## config.mk

```make
export PLATFORM = sky130hd
export DESIGN_NAME = stopwatch_counter
export DESIGN_NICKNAME = d
export VERILOG_FILES = /design/src/rtl/stopwatch_counter.sv
export SDC_FILE = /design/constraint.sdc
export NUM_CORES = 1
export LEC_CHECK = 0
export ABC_AREA = 1
export ABC_CLOCK_PERIOD_IN_PS = 2120
export CORE_MARGIN = 2
export CORE_UTILIZATION = 45
export CTS_BUF_LIST = sky130_fd_sc_hd__clkbuf_4
export DETAILED_ROUTE_END_ITERATION = 7
export PLACE_DENSITY = 0.65
export SYNTH_ARGS = -nofsm -noshare
export SYNTH_HDL_FRONTEND = slang
export SYNTH_SLANG_ARGS = --single-unit
```

## constraint.sdc

```tcl
create_clock -name clk -period 2.12 [get_ports clk]
set_clock_uncertainty 0.2 [all_clocks]
set_input_delay 0.212 -clock clk [delete_from_list [all_inputs] [get_ports clk]]
set_output_delay 0.212 -clock clk [all_outputs]
set_load 0.01 [all_outputs]
```

## src/rtl/stopwatch_counter.sv

```systemverilog
`default_nettype none
// ============================================================================
//  Module   : stopwatch_counter
//  Brief    : Tenth-of-a-second stopwatch, 0:00.0 .. 9:59.9, with run/stop,
//             lap freeze and clear, four BCD nibbles for 7-segment decoders.
//  Revision : 1.0 - initial release
// ============================================================================
module stopwatch_counter #(
  parameter int TICK_DIV = 10000000
) (
  input  logic        clk,
  input  logic        rst_n,
  input  logic        start_stop,
  input  logic        lap,
  input  logic        clear,
  output logic [15:0] digits,
  output logic        running,
  output logic        lap_active,
  output logic        overflow
);

  localparam int              c_PW      = (TICK_DIV > 1) ? $clog2(TICK_DIV) : 1;
  localparam logic [c_PW-1:0] c_PRE_MAX = c_PW'(TICK_DIV - 1);

  localparam logic [1:0] c_IDLE    = 2'd0;
  localparam logic [1:0] c_RUNNING = 2'd1;
  localparam logic [1:0] c_STOPPED = 2'd2;
  localparam logic [1:0] c_LAP     = 2'd3;

  logic [1:0]      r_state;
  logic [1:0]      w_next_state;
  logic [c_PW-1:0] r_pre;
  logic [3:0]      r_min;
  logic [3:0]      r_sec10;
  logic [3:0]      r_sec1;
  logic [3:0]      r_tenth;
  logic [15:0]     r_lap;
  logic            r_overflow;

  logic [15:0]     w_live;
  logic            w_active;
  logic            w_tick;
  logic            w_clear_go;
  logic            w_lap_capture;

  assign w_live        = {r_min, r_sec10, r_sec1, r_tenth};
  assign w_active      = (r_state == c_RUNNING) || (r_state == c_LAP);
  assign w_tick        = w_active && (r_pre == c_PRE_MAX);
  // clear only acts from STOPPED, where it also outranks start_stop
  assign w_clear_go    = (r_state == c_STOPPED) && clear;
  // lap loses to a simultaneous start_stop
  assign w_lap_capture = (r_state == c_RUNNING) && lap && !start_stop;

  // State register
  always_ff @(posedge clk or negedge rst_n) begin
    if (!rst_n) begin
      r_state <= c_IDLE;
    end else begin
      r_state <= w_next_state;
    end
  end

  // Next-state decode; pulses that do not apply in a state fall through
  always_comb begin
    w_next_state = r_state;
    case (r_state)
      c_IDLE: begin
        if (start_stop) w_next_state = c_RUNNING;
      end
      c_RUNNING: begin
        if (start_stop)  w_next_state = c_STOPPED;
        else if (lap)    w_next_state = c_LAP;
      end
      c_LAP: begin
        if (start_stop)  w_next_state = c_STOPPED;
        else if (lap)    w_next_state = c_RUNNING;
      end
      c_STOPPED: begin
        if (clear)           w_next_state = c_IDLE;
        else if (start_stop) w_next_state = c_RUNNING;
      end
      default: w_next_state = c_IDLE;
    endcase
  end

  // Output decode: lap register is shown only while frozen in LAP
  always_comb begin
    running    = w_active;
    lap_active = (r_state == c_LAP);
    digits     = (r_state == c_LAP) ? r_lap : w_live;
    overflow   = r_overflow;
  end

  // Prescaler: runs while counting, holds when stopped, zeroed by clear
  always_ff @(posedge clk or negedge rst_n) begin
    if (!rst_n) begin
      r_pre <= '0;
    end else if (w_clear_go) begin
      r_pre <= '0;
    end else if (w_active) begin
      r_pre <= w_tick ? '0 : r_pre + 1'b1;
    end
  end

  // Live BCD count, advancing one tenth per tick with ripple carry
  always_ff @(posedge clk or negedge rst_n) begin
    if (!rst_n) begin
      r_min   <= 4'd0;
      r_sec10 <= 4'd0;
      r_sec1  <= 4'd0;
      r_tenth <= 4'd0;
    end else if (w_clear_go) begin
      r_min   <= 4'd0;
      r_sec10 <= 4'd0;
      r_sec1  <= 4'd0;
      r_tenth <= 4'd0;
    end else if (w_tick) begin
      if (r_tenth != 4'd9) begin
        r_tenth <= r_tenth + 4'd1;
      end else begin
        r_tenth <= 4'd0;
        if (r_sec1 != 4'd9) begin
          r_sec1 <= r_sec1 + 4'd1;
        end else begin
          r_sec1 <= 4'd0;
          if (r_sec10 != 4'd5) begin
            r_sec10 <= r_sec10 + 4'd1;
          end else begin
            r_sec10 <= 4'd0;
            r_min   <= (r_min == 4'd9) ? 4'd0 : r_min + 4'd1;
          end
        end
      end
    end
  end

  // Lap register snapshots the value on display as LAP is entered
  always_ff @(posedge clk or negedge rst_n) begin
    if (!rst_n) begin
      r_lap <= 16'h0000;
    end else if (w_clear_go) begin
      r_lap <= 16'h0000;
    end else if (w_lap_capture) begin
      r_lap <= w_live;
    end
  end

  // Single-cycle overflow flag when the count rolls past 9:59.9
  always_ff @(posedge clk or negedge rst_n) begin
    if (!rst_n) begin
      r_overflow <= 1'b0;
    end else begin
      r_overflow <= w_tick && (w_live == 16'h9599);
    end
  end

endmodule
`default_nettype wire

```

; ---- Word-level counts from Yosys, hierarchy flattened
; Index checks and enable logic that the tools add are counted.
[word_totals]
ff_bits = 59
input_bits = 5
out_inout_bits = 19
[classes]
addsub = 5
n_eq_ne = 14
muxes = 31
n_reduce_logical = 15
[op_table]
columns = cell, n
row1 = $mux W24, 3
row2 = $mux W4, 18
row3 = $mux W16, 3
row4 = $add A24 B1 Y24 const B, 1
row5 = $eq A24 B24 Y1 const B, 1
row6 = $add A4 B1 Y4 const B, 4
row7 = $eq A16 B16 Y1 const B, 1
row8 = $mux W2, 6
row9 = $ne A4 B4 Y1 const B, 2
row10 = $pmux W2 S4, 1
row11 = $ne A2 B2 Y1 const B, 3
row12 = $ne A3 B3 Y1 const B, 2
row13 = $reduce_bool A2 Y1, 3
row14 = $logic_and A1 B1 Y1, 5
row15 = $eq A2 B2 Y1 const B, 2
row16 = $eq A4 B4 Y1 const B, 1
row17 = $ne A4 B3 Y1 const B, 1
row18 = $reduce_and A2 Y1, 2
row19 = $reduce_and A4 Y1, 1
row20 = $reduce_and A3 Y1, 1
row21 = $eq A2 B1 Y1 const B, 1
row22 = $logic_not A2 Y1, 1
row23 = $logic_not A1 Y1, 1
row24 = $logic_or A1 B1 Y1, 1

; ---- Logic depth before layout (Yosys ltp)
[depth]
depth_word = 7
depth_mapped = 10

; ---- Least setup slack after synthesis
; OpenSTA, ideal clock, no wires.
[synth_timing]
path_type = register to register
start = register r_sec10[1]
end = register r_sec10[1]
setup_time_ns = 0.077
t_arrival_ns = 1.381
required_ns = 1.843
setup_slack_ns = 0.462
stages_incl_launch_ff = 9
path_buffers = 0
synth_period_minus_slack_ns = 1.658
cell_sequence = dfrtp_1 inv_1 ha_1 nand3_1 inv_1 nor2_1 inv_1 or2_2 o21ai_1
[synth_between]
elab_chain_len = 6
word_cells_on_any_way = 7
classes_between = 1 x add/sub / 1 x eq/ne / 5 x mux
[synth_lines]
columns = element, line_no
row1 = start: declaration, 34  ; logic [3:0] r_sec10;
row2 = start signal: assignment, 127  ; r_sec10 <= r_sec10 + 4'd1;
row3 = $add A4 B1 Y4 / $ne A4 B3 Y1 (equally long branches), "127, 126"
row4 = $mux W4 (*), 126  ; if (r_sec10 != 4'd5) begin
row5 = $mux W4 (*), 122  ; if (r_sec1 != 4'd9) begin
row6 = $mux W4 (*), 118  ; if (r_tenth != 4'd9) begin
row7 = $mux W4 (*), 117  ; end else if (w_tick) begin
row8 = $mux W4 (*), 112  ; end else if (w_clear_go) begin
; Mark *: on every way between the ends. The rest lies on a longest branch, timed or not. The select of a mux whose other input is x is not followed.
; A chain may end at the register's enable or synchronous reset.

; ---- Worst setup path after layout
[layout_timing]
start = register r_state[1]
end = output digits[10]
[layout_between]
elab_chain_len = 2
[layout_lines]
columns = element, line_no
row1 = start: declaration, 30  ; logic [1:0] r_state;
row2 = start signal: assignment, 57  ; r_state <= c_IDLE;
row3 = start signal: assignment, 59  ; r_state <= w_next_state;
row4 = $eq A2 B2 Y1, 90  ; digits = (r_state == c_LAP) ? r_lap : w_live;
row5 = $mux W16, 90
row6 = end: declaration, 16  ; output logic [15:0] digits,
; No other way between the ends.

==> reports/summary.txt <==
Total routed wirelength: 7.74 mm
Mapped Area: 0.00346 mm^2
Detailed-route DRC error count: 0
Final setup viols: 0
Post-DP HPWL: 5.35 mm
Nets: 499
Initial core utilization: 47.0%
Hold Path Class: in -> async
Fin area: 0.00402 mm^2
CP Data Required Time: 1.71 ns
Arrival time worst endpoint: 1.55 ns
Critical Path Start Type: flip-flop
Routed wire per std cell: 13.1 um
Worst setup margin: 0.154 ns
Unique cell type count in the Yosys netlist: 38
YS warnings: 0
Sequential share of the synthesized area: 42.6%
Hold Fails Final Rpt: 0
Core area: 0.00737 mm^2
Critical-path top delay cell: dfrtp_2
Starting DRT DRC Count: 169
CP cell instances: nand2_2, buf_12, nand2_1, o21ai_0, dlygate4sd2_1
Antenna cells: 0
Crit path time final: 1.97 ns
Root Driver: clkbuf_4
Largest net degree at the start of global routing: 60
Via density: 5.09
Clock tree buffer depth: 2
CTS Sinks: 59
Pins Over Slew Limit: 0
Crit Path Class: reg -> out
Number of global-route vias before repair: 2825
Remaining global-route overflow: 0
Pwr dens: 957 mW/mm^2
Chip Height: 91.7 um
Max frequency: 0.509 GHz
TritonCTS buffer count: 9
Clock transition at the registers of the reported paths: 0.12 ns
Outcome: finished clean
Initial antenna violation count: 0
Worst-skew pair later-pin latency: 0.41 ns
Via count: 2997
Filler cell count: 704
Share of cells above drive strength 1: 9.59%
Number of synthesized register bits: 59
Row cnt: 31
GRT Util Overall: 19.2%
DP Worst Slack: 0.149 ns
Final GP Congestion: 0.856
Placed cell areas: 0.00381 mm^2
First-pass GRT wire length: 13.0 mm
Worst Tran Pin Value: 0.396 ns
Top-area cell type share of the netlist area: 42.6%
Max Cap Viol: 0
Relative slew margins: 73.5%
Post-Syn Nets: 466
Largest stage delay, worst path: 0.42 ns
CP endpoint kind: output pin
Top cells by area, synth: dfrtp_1 (43%), nand2_1 (13%), inv_1 (6.6%), nor2_1 (5.5%), o21ai_0 (4.8%)
Avg Cell Area, Syn: 7.66 um^2
Worst-path maximum fanout: 17
CTS tree: done
Post-Syn Instances: 452
H-tree levels: 3
Width of the die: 91.7 um
IO Port Bufs: 23
Die area: 0.00842 mm^2
Drt pass-1 iters: 4
Routed Antenna Nets: 0
Period utilization: 92.7%
Yosys top cell by area: dfrtp_1
Area Overhead vs Synth: 16.0%
Worst VDD drop: 0.355 mV
Leakage power total: 1.95 nW
Io pins: 24
RSZ-0062 raised after global routing: no
Setup TNS Final: 0 ns
report_power, final:
part / switching (W) / internal, W
clock network: 0.000431 / 0.000584
registers: 0.000171 / 0.00130
logic: 0.000856 / 0.000506
total: 0.00146 / 0.00239
state kept, by name, summed over array words and instances, names as in the netlist:
register	cells
overflow	1
r_lap	16
r_min	4
r_pre	24
r_sec1	4
r_sec10	4
r_state	2
r_tenth	4
synth_stat cells, drive strengths merged:
library cell / instances
clkinv: 1
inv: 63
nor2: 57
nand3: 22
ha: 9
a21oi: 5
dfrtp: 59
nor3b: 3
xor2: 9
nand2: 125
and3: 1
nand3b: 5
nor4: 1
clkbuf: 4
buf: 6
nand4: 12
nor3: 13
o211ai: 1
xnor2: 4
o22ai: 11
or2: 2
o31ai: 2
o21ai: 37
layer usage:
| metal | global-route usage (%) | wire [um] | up-vias |
|---|---|---|---|
| met5 | 0 | 0 | - |
| met4 | 8.46 | 122 | 0 |
| met3 | 3.94 | 342 | 11 |
| met2 | 29.0 | 3370 | 65 |
| met1 | 26.8 | 3900 | 1403 |
| li1 | - | - | 1518 |
timing repair:
action                                  4_1_cts  5_1_grt
hold buffers                                  1        0
endpoints found under the setup margin       17        2
cloned                                        0        1
buffers inserted                              1        0
resized for setup                            17        3
hold endpoints to repair                     59        0
through the flow:
stage,instances,utilization (%),hold WS (ns),power (W)
after floorplan,452,-,-0.284,0.00239
after global placement,570,51.8,0.0416,0.00278
after detailed placement,570,51.8,0.0455,0.00280
after CTS,588,54.1,0.126,0.00380
after global routing,589,54.6,0.138,0.00411
final,589,54.6,0.131,0.00385
final timing paths:
path,from,slack (ns),endpoint,depth (start not counted)
max in group asynchronous,rst_n,1.30,r_state[1]$_DFFE_PN0P_,3
min,rst_n,0.13,r_sec1[1]$_DFFE_PN0P_,3
max,r_state[1]$_DFFE_PN0P_,0.15,digits[10],5
max reg2reg,r_pre[1]$_DFFE_PN0P_,0.18,r_sec10[2]$_DFFE_PN0P_,8
min reg2reg,r_pre[18]$_DFFE_PN0P_,0.33,r_pre[18]$_DFFE_PN0P_,2
min in group clk,start_stop,0.30,r_state[0]$_DFFE_PN0P_,3
cell families after synthesis:
family / synth area share, %
flops: 42.6
fa+ha+maj: 3.25
compound gates: 8.81
buf+inv: 8.92
simple gates: 33.1
xor+xnor: 3.29
worst max-delay path, delay by kind of cell (launching register included):
kind / cells / cell delay (ns)
AO/OA/AOI/OAI: 1 / 0.09
buffers and inverters: 2 / 0.45
flip-flops: 1 / 0.42
AND/OR/NAND/NOR: 2 / 0.19
cell type report:
type | instances | area, um^2 | share of cell area, %
multi-input combinational | 319 | 1680 | 41.9
sequential | 59 | 1480 | 36.8
timing repair buffer | 32 | 320 | 7.97
inverter | 64 | 240 | 5.98
tap | 99 | 124 | 3.08
clock inverter | 7 | 106 | 2.65
clock buffer | 9 | 67.6 | 1.68
layout by cell type, fill, tap and decap left out, types with 3 or more instances in the layout:
cell             count
ha_1                 9
nand2_1            117
xor2_1               9
o21ai_0             33
buf_4                5
nand3_1             22
nand3b_1             4
o22ai_1             11
bufinv_16            3
nand4_1             12
a21oi_1              5
nor2_2               3
inv_1               61
clkbuf_4             9
clkinv_1             4
nor2_4               3
dlygate4sd2_1       16
nor3_1              10
dfrtp_1             58
nor3b_1              3
o21ai_1              3
nand2_2              3
clkdlybuf4s50_1      5
nand2_4              4
nor2_1              50
xnor2_1              4
Note: power is estimated with default switching activity, not from simulation.
